`src/rtl/mysoc_pio_poller.sv`:
```
// mysoc_pio_poller
//   Avalon-MM read master that periodically polls a PIO slave at offset 0,
//   debounces the sampled value with a consecutive-sample stability filter
//   and presents the committed value plus a one-cycle change pulse.
//
// Ports
//   clk           system clock, rising edge
//   reset         synchronous active-high reset
//   enable        polling enable (level)
//   avm_address   Avalon address, tied to 0
//   avm_read      read strobe, one cycle per request
//   avm_readdata  slave read data; only [DATA_W-1:0] is used
//   value         last committed (stable) sample
//   value_valid   set by the first commit, held until reset
//   changed       one-cycle pulse whenever value is updated
//   poll_count    number of completed samples, wraps at 16 bits
module mysoc_pio_poller #(
  parameter int unsigned DATA_W     = 6,
  parameter int unsigned ADDR_W     = 2,
  parameter int unsigned POLL_DIV   = 16,
  parameter int unsigned RD_LAT     = 1,
  parameter int unsigned STABLE_CNT = 2
) (
  input  logic              clk,
  input  logic              reset,
  input  logic              enable,
  output logic [ADDR_W-1:0] avm_address,
  output logic              avm_read,
  input  logic [31:0]       avm_readdata,
  output logic [DATA_W-1:0] value,
  output logic              value_valid,
  output logic              changed,
  output logic [15:0]       poll_count
);

  localparam int unsigned    TMR_W      = $clog2(POLL_DIV);
  localparam logic [TMR_W-1:0] TMR_RELOAD = TMR_W'(POLL_DIV - 1);
  localparam logic [TMR_W-1:0] TMR_ONE    = TMR_W'(1);
  localparam int             WAIT_I     = (RD_LAT > 1) ? int'(RD_LAT) - 2 : 0;
  localparam logic [1:0]     WAIT_INIT  = 2'(WAIT_I);
  localparam logic [3:0]     STABLE_MAX = 4'(STABLE_CNT);

  typedef enum logic [1:0] {
    ST_IDLE,
    ST_REQ,
    ST_WAIT,
    ST_CAPTURE
  } state_e;

  state_e              state_q, state_d;
  logic [TMR_W-1:0]    timer_q, timer_d;
  logic [1:0]          wait_q, wait_d;
  logic [DATA_W-1:0]   cand_q, cand_d;
  logic [3:0]          stable_q, stable_d;
  logic [DATA_W-1:0]   value_q, value_d;
  logic                valid_q, valid_d;
  logic                changed_q, changed_d;
  logic                read_q, read_d;
  logic [15:0]         pcount_q, pcount_d;
  logic [DATA_W-1:0]   sample;
  logic                unused_rdata;

  assign sample       = avm_readdata[DATA_W-1:0];
  assign unused_rdata = ^avm_readdata[31:DATA_W];

  always_comb begin
    state_d   = state_q;
    timer_d   = timer_q;
    wait_d    = wait_q;
    cand_d    = cand_q;
    stable_d  = stable_q;
    value_d   = value_q;
    valid_d   = valid_q;
    changed_d = 1'b0;
    pcount_d  = pcount_q;

    unique case (state_q)
      ST_IDLE: begin
        if (enable) begin
          if (timer_q == '0) begin
            state_d = ST_REQ;
            timer_d = TMR_RELOAD;
          end else begin
            timer_d = timer_q - TMR_ONE;
          end
        end
      end
      // Timer keeps running through the transaction, regardless of enable,
      // so the request period stays exactly POLL_DIV cycles.
      ST_REQ: begin
        timer_d = timer_q - TMR_ONE;
        if (RD_LAT == 1) begin
          state_d = ST_CAPTURE;
        end else begin
          state_d = ST_WAIT;
          wait_d  = WAIT_INIT;
        end
      end
      ST_WAIT: begin
        timer_d = timer_q - TMR_ONE;
        if (wait_q == '0) begin
          state_d = ST_CAPTURE;
        end else begin
          wait_d = wait_q - 2'd1;
        end
      end
      ST_CAPTURE: begin
        timer_d  = timer_q - TMR_ONE;
        state_d  = ST_IDLE;
        pcount_d = pcount_q + 16'd1;
        if (sample == cand_q) begin
          if (stable_q < STABLE_MAX) begin
            stable_d = stable_q + 4'd1;
          end
        end else begin
          cand_d   = sample;
          stable_d = 4'd1;
        end
        if ((stable_d == STABLE_MAX) && (!valid_q || (sample != value_q))) begin
          value_d   = sample;
          valid_d   = 1'b1;
          changed_d = 1'b1;
        end
      end
      default: state_d = ST_IDLE;
    endcase

    read_d = (state_d == ST_REQ);
  end

  always_ff @(posedge clk) begin
    if (reset) begin
      state_q   <= ST_IDLE;
      timer_q   <= TMR_RELOAD;
      wait_q    <= '0;
      cand_q    <= '0;
      stable_q  <= '0;
      value_q   <= '0;
      valid_q   <= 1'b0;
      changed_q <= 1'b0;
      read_q    <= 1'b0;
      pcount_q  <= '0;
    end else begin
      state_q   <= state_d;
      timer_q   <= timer_d;
      wait_q    <= wait_d;
      cand_q    <= cand_d;
      stable_q  <= stable_d;
      value_q   <= value_d;
      valid_q   <= valid_d;
      changed_q <= changed_d;
      read_q    <= read_d;
      pcount_q  <= pcount_d;
    end
  end

  assign avm_address = '0;
  assign avm_read    = read_q;
  assign value       = value_q;
  assign value_valid = valid_q;
  assign changed     = changed_q;
  assign poll_count  = pcount_q;

endmodule

```
`config.mk`:
```
export PLATFORM = sky130hd
export DESIGN_NAME = mysoc_pio_poller
export DESIGN_NICKNAME = d
export VERILOG_FILES = /design/src/rtl/mysoc_pio_poller.sv
export SDC_FILE = /design/constraint.sdc
export NUM_CORES = 1
export LEC_CHECK = 0
export ABC_AREA = 1
export CAP_MARGIN = 20
export CORE_MARGIN = 1
export CORE_UTILIZATION = 45
export CTS_BUF_LIST = sky130_fd_sc_hd__clkbuf_2 sky130_fd_sc_hd__clkbuf_4 sky130_fd_sc_hd__clkbuf_8
export DETAILED_ROUTE_END_ITERATION = 7
export GPL_TIMING_DRIVEN = 0
export PLACE_DENSITY = 0.77
export SLEW_MARGIN = 20
export SYNTH_ARGS = -nofsm -noshare
export SYNTH_HDL_FRONTEND = slang
export SYNTH_SLANG_ARGS = --single-unit
```
`constraint.sdc`:
```
create_clock -name clk -period 4.5 [get_ports clk]
set_clock_uncertainty 0.15 [all_clocks]
set_input_delay 0.9 -clock clk [delete_from_list [all_inputs] [get_ports clk]]
set_output_delay 0.9 -clock clk [all_outputs]
set_load 0.02 [all_outputs]
```
# Yosys cells after proc, flatten, opt, wreduce, memory -nomap -nowiden
# Cells that the tools add are included.
word_totals:
  out_inout_bits: 27
  reg_bits: 43
  wordCells: 48
  inputBits: 35
classes:
  n_reduce_logical: 11
  n_mux: 11
  n_lt_le_gt_ge: 1
  bitwise_logic: 3
  n_eq_ne: 8
  n_addsub: 4
op_table:
  columns: ["operator", "count"]
  rows:
  - ["two-way mux 4 bit", 5]
  - ["adder 16 x 1 -> 16 bit, second input constant", 1]
  - ["case mux 2 bit (4 select lines)", 1]
  - ["case mux 4 bit (2 select lines)", 1]
  - ["equality test 6 bit", 1]
  - ["two-way mux 2 bit", 3]
  - ["!= test 6 bit", 1]
  - ["AND reduction 2 bit", 3]
  - ["adder 4 x 1 -> 4 bit, second input constant", 1]
  - ["equality test 2 x 1 -> 1 bit, second input constant", 2]
  - ["equality test 2 bit, second input constant", 2]
  - ["equality test 4 x 2 -> 1 bit, second input constant", 1]
  - ["logical NOT 2 bit", 2]
  - ["logical NOT 4 bit", 1]
  - ["< comparator 4 x 2 -> 1 bit, second input constant", 1]
  - ["subtractor 4 x 1 -> 4 bit, second input constant", 1]
  - ["NOT 1 bit", 3]
  - ["OR reduction 3 bit", 1]
  - ["!= test 2 bit, second input constant", 1]
  - ["OR reduction 2 bit", 1]
  - ["subtractor 2 x 1 -> 2 bit, second input constant", 1]
  - ["logical AND 1 bit", 1]
  - ["logical NOT 1 bit", 1]
  - ["logical OR 1 bit", 1]
  - ["two-way mux 1 bit", 1]

# Longest topological paths before layout
# Gate-level depths: netlist of run 1.
logic_depth:
  ltp_word: 7
  mapped_depth: 12
  depth_no_buf: 11

# Least setup slack after synthesis of run 1
# Ideal clock, no wire load.
synth_timing:
  path_kind: "input to register"
  startpoint: "input avm_readdata[5]"
  endpoint: "register value_q[0], in the netlist value[0]"
  path_stages: 9
  arrival_time_ps: 1726
  t_required_ps: 4237
  path_slack_ps: 2511
  path_buffers: 1
  setup_ps: 113
  path_cell_list: "nor2_1 nor2_1 nor2_1 nand3_2 nor2_2 nand3_2 buf_6 nor2_1 nor2_1"
synth_between:
  elab_chain_len: 6
  elab_cells_between_ends: 8
  cone_classes: "eq/ne (3); mux (2); reduce/logical (3)"
synth_rtl:
  columns: ["item", "line_no", "rtl"]
  rows:
  - ["from (decl)", "29", "input logic [31:0] avm_readdata,"]
  - ["equality test 6 bit", "111", "if (sample == cand_q) begin"]
  - ["two-way mux 4 bit", "111", null]
  - ["two-way mux 4 bit", "77", "unique case (state_q)"]
  - ["equality test 4 x 2 -> 1 bit", "119", "if ((stable_d == STABLE_MAX) && (!valid_q || (sample != value_q))) begin"]
  - ["logical AND 1 bit *", "119", null]
  - ["AND reduction 2 bit (no line) *", null, null]
  - ["to (signal assigned)", "149", "value_q <= value_d;"]
  - ["to (decl)", "55", "logic [DATA_W-1:0] value_q, value_d;"]
# Mark *: on every way between the ends. The rest lies on a longest branch, timed or not. The select of a mux whose other input is x is not followed.
# A chain may end at the register's enable or synchronous reset.

# Worst setup path in the final report of run 1
layout_timing:
  startpoint: "input avm_readdata[2]"
  endpoint: "register value_q[3], in the netlist value[3]"
# Same word-level chain as after synthesis.

==> results.yml, run 1 <==
status:
  status: "finished clean"
global_routing:
  grt_overflow: 0
  antenna_found_initial: 0
  grt_max_degree: 13
  grt.total_usage: 0.177
  grt_pass1_wl_um: 6930
  grt_pass1_vias: 1681
sta:
  finalHoldViolations: 0
  period_minus_slack_ns: 2.46
  setup_viol: 0
  fin_tns_setup_ns: 0
  setup_ws_ns: 2.04
  hold_slack_ns: 0.321
  rsz0062_at_grt: "no"
  fmax_mhz: 406
  period_share: 0.547
  drv_slew: 0
synthesis:
  synth_area_leaders: "dfxtp_1 (41%), nand2_1 (12%), nor2_1 (7.4%), inv_1 (7.1%), a21oi_1 (5.5%)"
  synth_most_common_cell: "nand2_1"
  netlist_instances: 298
  ys.flop_type: "dfxtp_1"
  yosys.area.top_type: "dfxtp_1"
  yosys_warnings: 0
  synth.avg_cell_area_sq_um: 6.96
  seq_area_frac_synth: 0.415
  ys_types: 27
  synth-edff-count: 0
  syn_area_sq_mm: 0.00207
  synth-async-reset-ratio: 0
  synth_commonest_cells: "nand2_1 (69), dfxtp_1 (43), nor2_1 (41)"
  yosys.area.top_type_share: 0.415
  synth_seq_cells: 43
worst_setup_path:
  reg2reg_from: "state_q[1]"
  cpMaxStageDelayCell: "clkdlybuf4s50_1"
  rrSetupSlack_ns: 2.63
  rr_worst_depth: 9
  cp-end-kind: "register"
  reg2reg_to: "poll_count[14]"
  start_kind: "input pin"
  cp.arrival_ns: 2.51
  critical_path_class: "input pin to register"
  cp_slowest_stage_delay_ns: 0.58
  worstPathCellList: "clkdlybuf4s50_1, inv_2, nand2_1, nand2_1, nor2_2, nand3_2, nor2_2, nand3_2, buf_6, nor2_1, nor2_1"
  critPathMaxFanout: 10
  worstPathRequired_ns: 4.55
die:
  initial_core_util: 0.473
  die_x_um: 69.9
  die_h_um: 69.9
  ios: 62
  rows: 24
  die_area_sq_mm: 0.00489
  core_area_sq_mm: 0.00438
route:
  top_layer_used: "met4"
  routed_wirelength_um: 4110
  met3_length_um: 168
  vias: 1908
  ant_nets: 0
  drt_iter0_markers: 52
  wl_per_cell_um: 10.5
  m1WireLength_um: 1960
  drt_first_pass_iters: 4
  viasPerCell: 4.89
  drc: 0
  dr_wl_met2_um: 1940
hold_path:
  hold_depth: 2
  hp-class: "register to register"
  hp-start: "cand_q[4]"
  worstHoldEndpoint: "cand_q[4]"
job:
  drv_cap: 0
pwr:
  vdd_drop_max_mv: 0.222
  leakagePower_nw: 1.09
  p_per_area_mw_per_mm2: 334
clock_network:
  clk_pin_slew_ns: 0.08
  post_cts_buffers: 0
  cts_made_buffers: 5
  cts_tree: "built"
  cts_sinks: 43
  hold_buffers: 0
  clockBufferDepth: 2
  cts_resized: 0
  htree_levels: 2
  insertion_delay_ns: 0.29
  root_buffer: "clkbuf_8"
finish:
  final_core_util: 0.582
  nFillCells: 431
  regArea_sq_um: 861
  layout-drive-gt1-share: 0.0828
  final_nets: 381
  syn2layout_area_growth_pct: 23.0
  antennaDiodeCount: 0
  multi_input_area_sq_um: 983
placed_design:
  dp_hpwl_um: 3070
  portBuffers: 32
  dp_slack_ns: 1.73
  gp_routability_congestion: 0.797
## power by group
group,internal [mW],switching [mW],leakage (nW)
clock network,0.120,0.128,0.0470
registers,0.411,0.0199,0.348
logic,0.0721,0.100,0.698
total,0.603,0.249,1.09
## cell families (layout without fill, tap and decap cells)
family                   count (synthesis)  count (layout)  synth area share
XOR/XNOR                                 5               5            0.0211
flip-flops                              43              43             0.415
other                                    1               2           0.00181
adder cells (fa/ha/maj)                  8               8            0.0483
AND/OR/NAND/NOR                        138             138             0.279
AO/OA/AOI/OAI                           47              47             0.122
buffers and inverters                   56              95             0.113
## cells in the final DEF, fill, tap and decap left out
cell	count
clkdlybuf4s50_1	32
nand3_1	5
clkbuf_8	6
buf_4	4
a2bb2oi_1	1
dfxtp_1	43
o21ai_0	16
clkbuf_1	2
buf_1	1
buf_2	1
o211ai_1	2
a31oi_1	2
xnor2_1	3
buf_6	1
ha_1	8
a21oi_1	23
nand2_1	69
inv_1	39
nor2_1	41
o21a_1	3
nand4_1	2
nand3_2	2
inv_2	8
nor2_2	4
clkinv_2	1
xor2_1	2
nor3_2	1
nor4_1	2
conb_1	2
nor3_1	12
## layer usage
metal / track usage / vias up
met5: 0 / -
met4: 0.0600 / 0
met3: 0.0548 / 5
met2: 0.301 / 37
met1: 0.211 / 858
li1: - / 1008
## worst max-delay path: cells and delay by family
kind / cells / cell delay [ns]
buf+inv: 3 / 0.80
simple gates: 8 / 0.79
## sequential cells by signal, summed over array words and instances (netlist names)
name         cells
changed          1
poll_count      16
cand_q           6
stable_q         4
state_q          2
timer_q          4
avm_read         1
value            6
value_valid      1
wait_q           2
## worst max path at each step
| stage | startpoint | to |
|---|---|---|
| floorplan | avm_readdata[5] | value[0] |
| global placement | avm_readdata[2] | value[2] |
| detailed placement | avm_readdata[2] | value[3] |
| CTS | avm_readdata[2] | value[3] |
| global route | avm_readdata[2] | value[2] |
| finish | avm_readdata[2] | value[3] |
## final cells by class
type,count,area share
multi-input cells,200,0.385
flip-flops and latches,43,0.337
repair buffers,32,0.126
inverters,47,0.0692
clock buffers,6,0.0324
well taps,52,0.0255
plain buffers,9,0.0226
clock inverters,1,0.00196
## metrics by stage
| stage | total power [mW] | instances | cell area, sq um |
|---|---|---|---|
| 2_1_floorplan | 0.562 | 299 | 2080 |
| 3_3_place_gp | 0.606 | 383 | 2460 |
| 3_5_place_dp | 0.613 | 383 | 2460 |
| 4_1_cts | 0.858 | 390 | 2550 |
| 5_1_grt | 0.895 | 390 | 2550 |
| 6_report | 0.852 | 390 | 2550 |
Note: power is estimated with default switching activity, not from simulation.
==> run 2: changes to the inputs <==
==> constraint.sdc (replaced) <==
create_clock -name clk -period 2.3 [get_ports clk]
set_clock_uncertainty 0.15 [all_clocks]
set_input_delay 0.46 -clock clk [delete_from_list [all_inputs] [get_ports clk]]
set_output_delay 0.46 -clock clk [all_outputs]
set_load 0.02 [all_outputs]
==> results of run 2 <==
The final DEF is identical to that of run 1. Status: finished clean.
Among the figures that moved: setup slack after placement 1.73 ns -> -0.0314 ns; setup slack after layout 2.04 ns -> 0.277 ns; register-to-register setup slack 2.63 ns -> 0.43 ns; total power 0.852 mW -> 1.67 mW; worst IR drop on VDD 0.222 mV -> 0.435 mV
==> edit 1: new RTL, flow settings as in run 2 <==
The parameter `DATA_W` goes from 6 to 12.
--- a/src/rtl/mysoc_pio_poller.sv
+++ b/src/rtl/mysoc_pio_poller.sv
@@ -15,7 +15,7 @@
 //   changed       one-cycle pulse whenever value is updated
 //   poll_count    number of completed samples, wraps at 16 bits
 module mysoc_pio_poller #(
-  parameter int unsigned DATA_W     = 6,
+  parameter int unsigned DATA_W     = 12,
   parameter int unsigned ADDR_W     = 2,
   parameter int unsigned POLL_DIV   = 16,
   parameter int unsigned RD_LAT     = 1,
Ports: changed (resized value); port bits go from 62 to 68. No check against the original RTL was run, so the function may have changed too.
==> edit 1 against run 2 <==
Area after synthesis is 29% higher; first-iteration DRC count grew to 3.0 times the old value; sequential cell count is 12 higher; setup slack worse by 0.13 ns; clock power is 13% higher; final area is 31% higher; critical path depth is 1 lower; wire length is 43% higher; power is 24% higher; utilization is 1.4 points higher; global-route usage is 3.1 points higher; critical endpoint is now value[9]; largest cell class unchanged.
==> edit 1: results <==
metrics = {
    "run_status": {
        "status": "finished, final reports clean",
    },
    "worst_setup_path": {
        "r2r_slack_ns": 0.29,
        "r2r-end": "poll_count[9]",
        "reg2reg_depth": 7,
    },
    "cells_and_area": {
        "fin_cells": 515,
        "final_area_um2": 3340,
        "seq_cell_count": 55,
        "fillerInstances": 551,
        "n_all_buffers": 57,
        "buffer_area_frac": 0.158,
        "drive_above_1_share": 0.0587,
    },
    "power": {
        "peakVddDrop_mv": 0.509,
        "total_leakage_power_nw": 1.49,
    },
    "synthesis": {
        "synth_fa_ha_area_frac": 0.0421,
        "ys_seq_area_frac": 0.412,
        "syn_inst": 389,
        "synth_compound_area_frac": 0.124,
    },
    "floorplan": {
        "num_rows": 27,
    },
    "global_routing": {
        "grt_pass1_wl_um": 10300,
        "grt_pass1_vias": 2305,
        "grt_max_degree": 19,
    },
    "sta": {
        "hold_slack_ns": 0.325,
        "post-route-period-util": 0.937,
    },
    "place": {
        "io_buffers": 45,
        "pre_cts_slack_ns": -0.229,
        "dpl.hpwl_um": 4360,
        "place_area_um2": 3220,
    },
    "routing": {
        "vias_per_cell": 4.90,
        "drt_iter0_drc": 156,
        "post_drt_wl_per_cell_um": 11.5,
    },
    "clock_network": {
        "clk_latency_ns": 0.32,
        "cts.clk_slew.worst_paths_ns": 0.10,
    },
}
-- edit 1: cell count changes in the layout (fill, tap and decap cells not counted), moves of 4 or more --
cell	change
clkdlybuf4s50_1	+9
dfxtp_1	+12
dlymetal6s2s_1	+4
inv_1	+9
inv_2	-4
nand2_1	+28
nor2_1	+25
nor2_2	-4
o21ai_0	+10
xnor2_1	+6
-- edit 1: power breakdown --
group	leakage, nW	switching, mW	total, mW	internal (mW)
Combinational	0.998	0.246	0.429	0.183
Clock	0.0443	0.331	0.549	0.218
Sequential	0.444	0.0556	1.08	1.03
Total	1.49	0.632	2.06	1.43
-- edit 1: layer usage --
metal	GRT usage	wire, µm	vias to the layer above	part of all wire
li1	-	-	1315	-
met1	0.271	2730	1144	0.46
met2	0.349	2820	54	0.48
met3	0.0368	247	9	0.042
met4	0.0655	98	0	0.017
met5	0	0	-	0
==> edit 2: new RTL, flow settings as in run 2 <==
Made on the original files. Make the reset (`reset`) asynchronous in one clocked block. Comments in the files are not updated.
--- a/src/rtl/mysoc_pio_poller.sv
+++ b/src/rtl/mysoc_pio_poller.sv
@@ -128,7 +128,7 @@
     read_d = (state_d == ST_REQ);
   end
 
-  always_ff @(posedge clk) begin
+  always_ff @(posedge clk or posedge reset) begin
     if (reset) begin
       state_q   <= ST_IDLE;
       timer_q   <= TMR_RELOAD;
Behaviour: no difference found for any inputs over 10 cycles, from zero or initial values and one cycle with reset high; that may be too few to reach the edited logic, so the function may still have changed.
==> edit 2 against run 2 <==
Setup slack gained 0.070 ns; wire length shrank 6.4%; sequential cell count stayed put; count of clock-buffer cells in the layout rose by 1; via count is 11% lower; final area grew 9.0%; critical endpoint is now poll_count[2]; area after synthesis is 7.5% higher.
Power is not compared: it rests on default switching activity, and its combinational part moved more than twofold at a synthesized area within 25%.
==> edit 2: results <==
metrics = {
    "place": {
        "pre_cts_slack_ns": 0.114,
        "place_congestion": 0.768,
        "dpl.hpwl_um": 2900,
        "io_buffers": 33,
    },
    "synthesis": {
        "synth_compound_area_frac": 0.0359,
        "synth-async-reset-ratio": 1.00,
        "ys_seq_area_frac": 0.485,
        "synth_fa_ha_area_frac": 0.0449,
        "synth_area_leaders": "dfrtp_1 (44%), nand2_1 (14%), inv_1 (7.1%), xor2_1 (5.5%), dfstp_2 (4.7%)",
        "synth_enable_flop_cells": 0,
        "synth_cell_types": 26,
        "synth_xor_area_frac": 0.0707,
        "ys_warn_count": 0,
        "synthMuxAreaShare": 0,
        "post_synth_most_frequent_cells": "nand2_1 (84), inv_1 (42), dfrtp_1 (39)",
    },
    "power": {
        "peakVddDrop_mv": 0.523,
        "p_per_area_nw_per_um2": 1100,
        "total_leakage_power_nw": 1.45,
    },
    "cells_and_area": {
        "drive_above_1_share": 0.119,
        "fillerInstances": 436,
        "layout.nets": 353,
        "largest_register_ffs": 16,
        "antenna_cells": 0,
    },
    "global_routing": {
        "grt_pass1_vias": 1473,
        "grt_pass1_wl_um": 6500,
        "antenna_found_initial": 0,
        "grt_max_degree": 27,
        "grt_usage": 0.162,
    },
    "worst_setup_path": {
        "crit_fanout": 5,
        "arrival_ns": 1.34,
        "r2r_start": "state_q[1]",
        "r2r_slack_ns": 0.58,
        "crit_path_start": "poll_count[2]",
        "crit_family": "buffers and inverters",
        "cpPeakStageDelay_ns": 0.65,
        "end_kind": "output pin",
    },
    "routing": {
        "post_drt_wl_per_cell_um": 10.2,
        "drt_iter0_drc": 102,
        "num_vias": 1700,
    },
    "clock_network": {
        "clock_path_buffers": 2,
        "clk_latency_ns": 0.28,
        "htreeDepth": 2,
        "numCtsBuffers": 5,
        "clock_tree.root_cell": "clkbuf_8",
        "cts_resized": 0,
        "cts_setup_buffers": 0,
    },
    "worst_hold_path": {
        "min_path_type": "primary input to async pin",
    },
    "run_status": {
        "status": "finished, final reports clean",
    },
    "sta": {
        "hold_slack_ns": 0.331,
    },
}
edit 2: cell types whose count changed after synthesis, sizes merged, moves of 5 or more:
cell | run 2 | this run
a21oi | 23 | 5
dfrtp | 0 | 39
nand3 | 7 | 16
nand2 | 69 | 87
dfxtp | 43 | 0
nor3 | 13 | 5
nor2 | 45 | 19
o21ai | 16 | 11
xor2 | 2 | 14
edit 2: kinds of logic after synthesis:
kind of cell / after synthesis
AOI/OAI and AO/OA: 16
other: 1
buffers and inverters: 50
and+or+nand+nor: 132
adders and majority gates: 8
DFF: 43
xor gates and xnor gates: 18
edit 2: metal layers:
layer / GRT usage / share of wire / routed length, µm
met5: 0 / 0 / 0
met4: 0.0588 / 0.0070 / 27
met3: 0.0431 / 0.029 / 110
met2: 0.266 / 0.49 / 1890
met1: 0.207 / 0.47 / 1820
edit 2: final timing paths:
| kind | end | depth (start not counted) |
|---|---|---|
| min in group clk | value_valid | 2 |
| max in group asynchronous | timer_q[1] | 3 |
| min reg2reg | value_valid | 2 |
| max | poll_count[2] | 1 |
| max reg2reg | poll_count[14] | 8 |
| min | changed | 2 |
edit 2: power by group:
part	switching [mW]	internal [mW]	total, mW	leakage (nW)
registers	0.209	1.02	1.23	0.546
logic	0.702	0.529	1.23	0.841
clock network	0.236	0.348	0.585	0.0593
edit 2: final cells by class:
| class | instances | area [µm²] | share of cell area |
|---|---|---|---|
| Buffer | 4 | 30.0 | 0.0108 |
| Clock buffer | 7 | 83.8 | 0.0301 |
| Clock inverter | 1 | 30.0 | 0.0108 |
| Inverter | 46 | 173 | 0.0621 |
| Multi-Input combinational cell | 176 | 950 | 0.341 |
| Sequential cell | 43 | 1080 | 0.389 |
| Tap cell | 67 | 83.8 | 0.0301 |
| Timing Repair Buffer | 34 | 350 | 0.126 |
edit 2: per-stage QoR:
stage          instance area [µm²]  std cells
2_1_floorplan                 2230        269
3_3_place_gp                  2650        369
3_5_place_dp                  2670        370
4_1_cts                       2780        378
5_1_grt                       2780        378
6_report                      2780        378
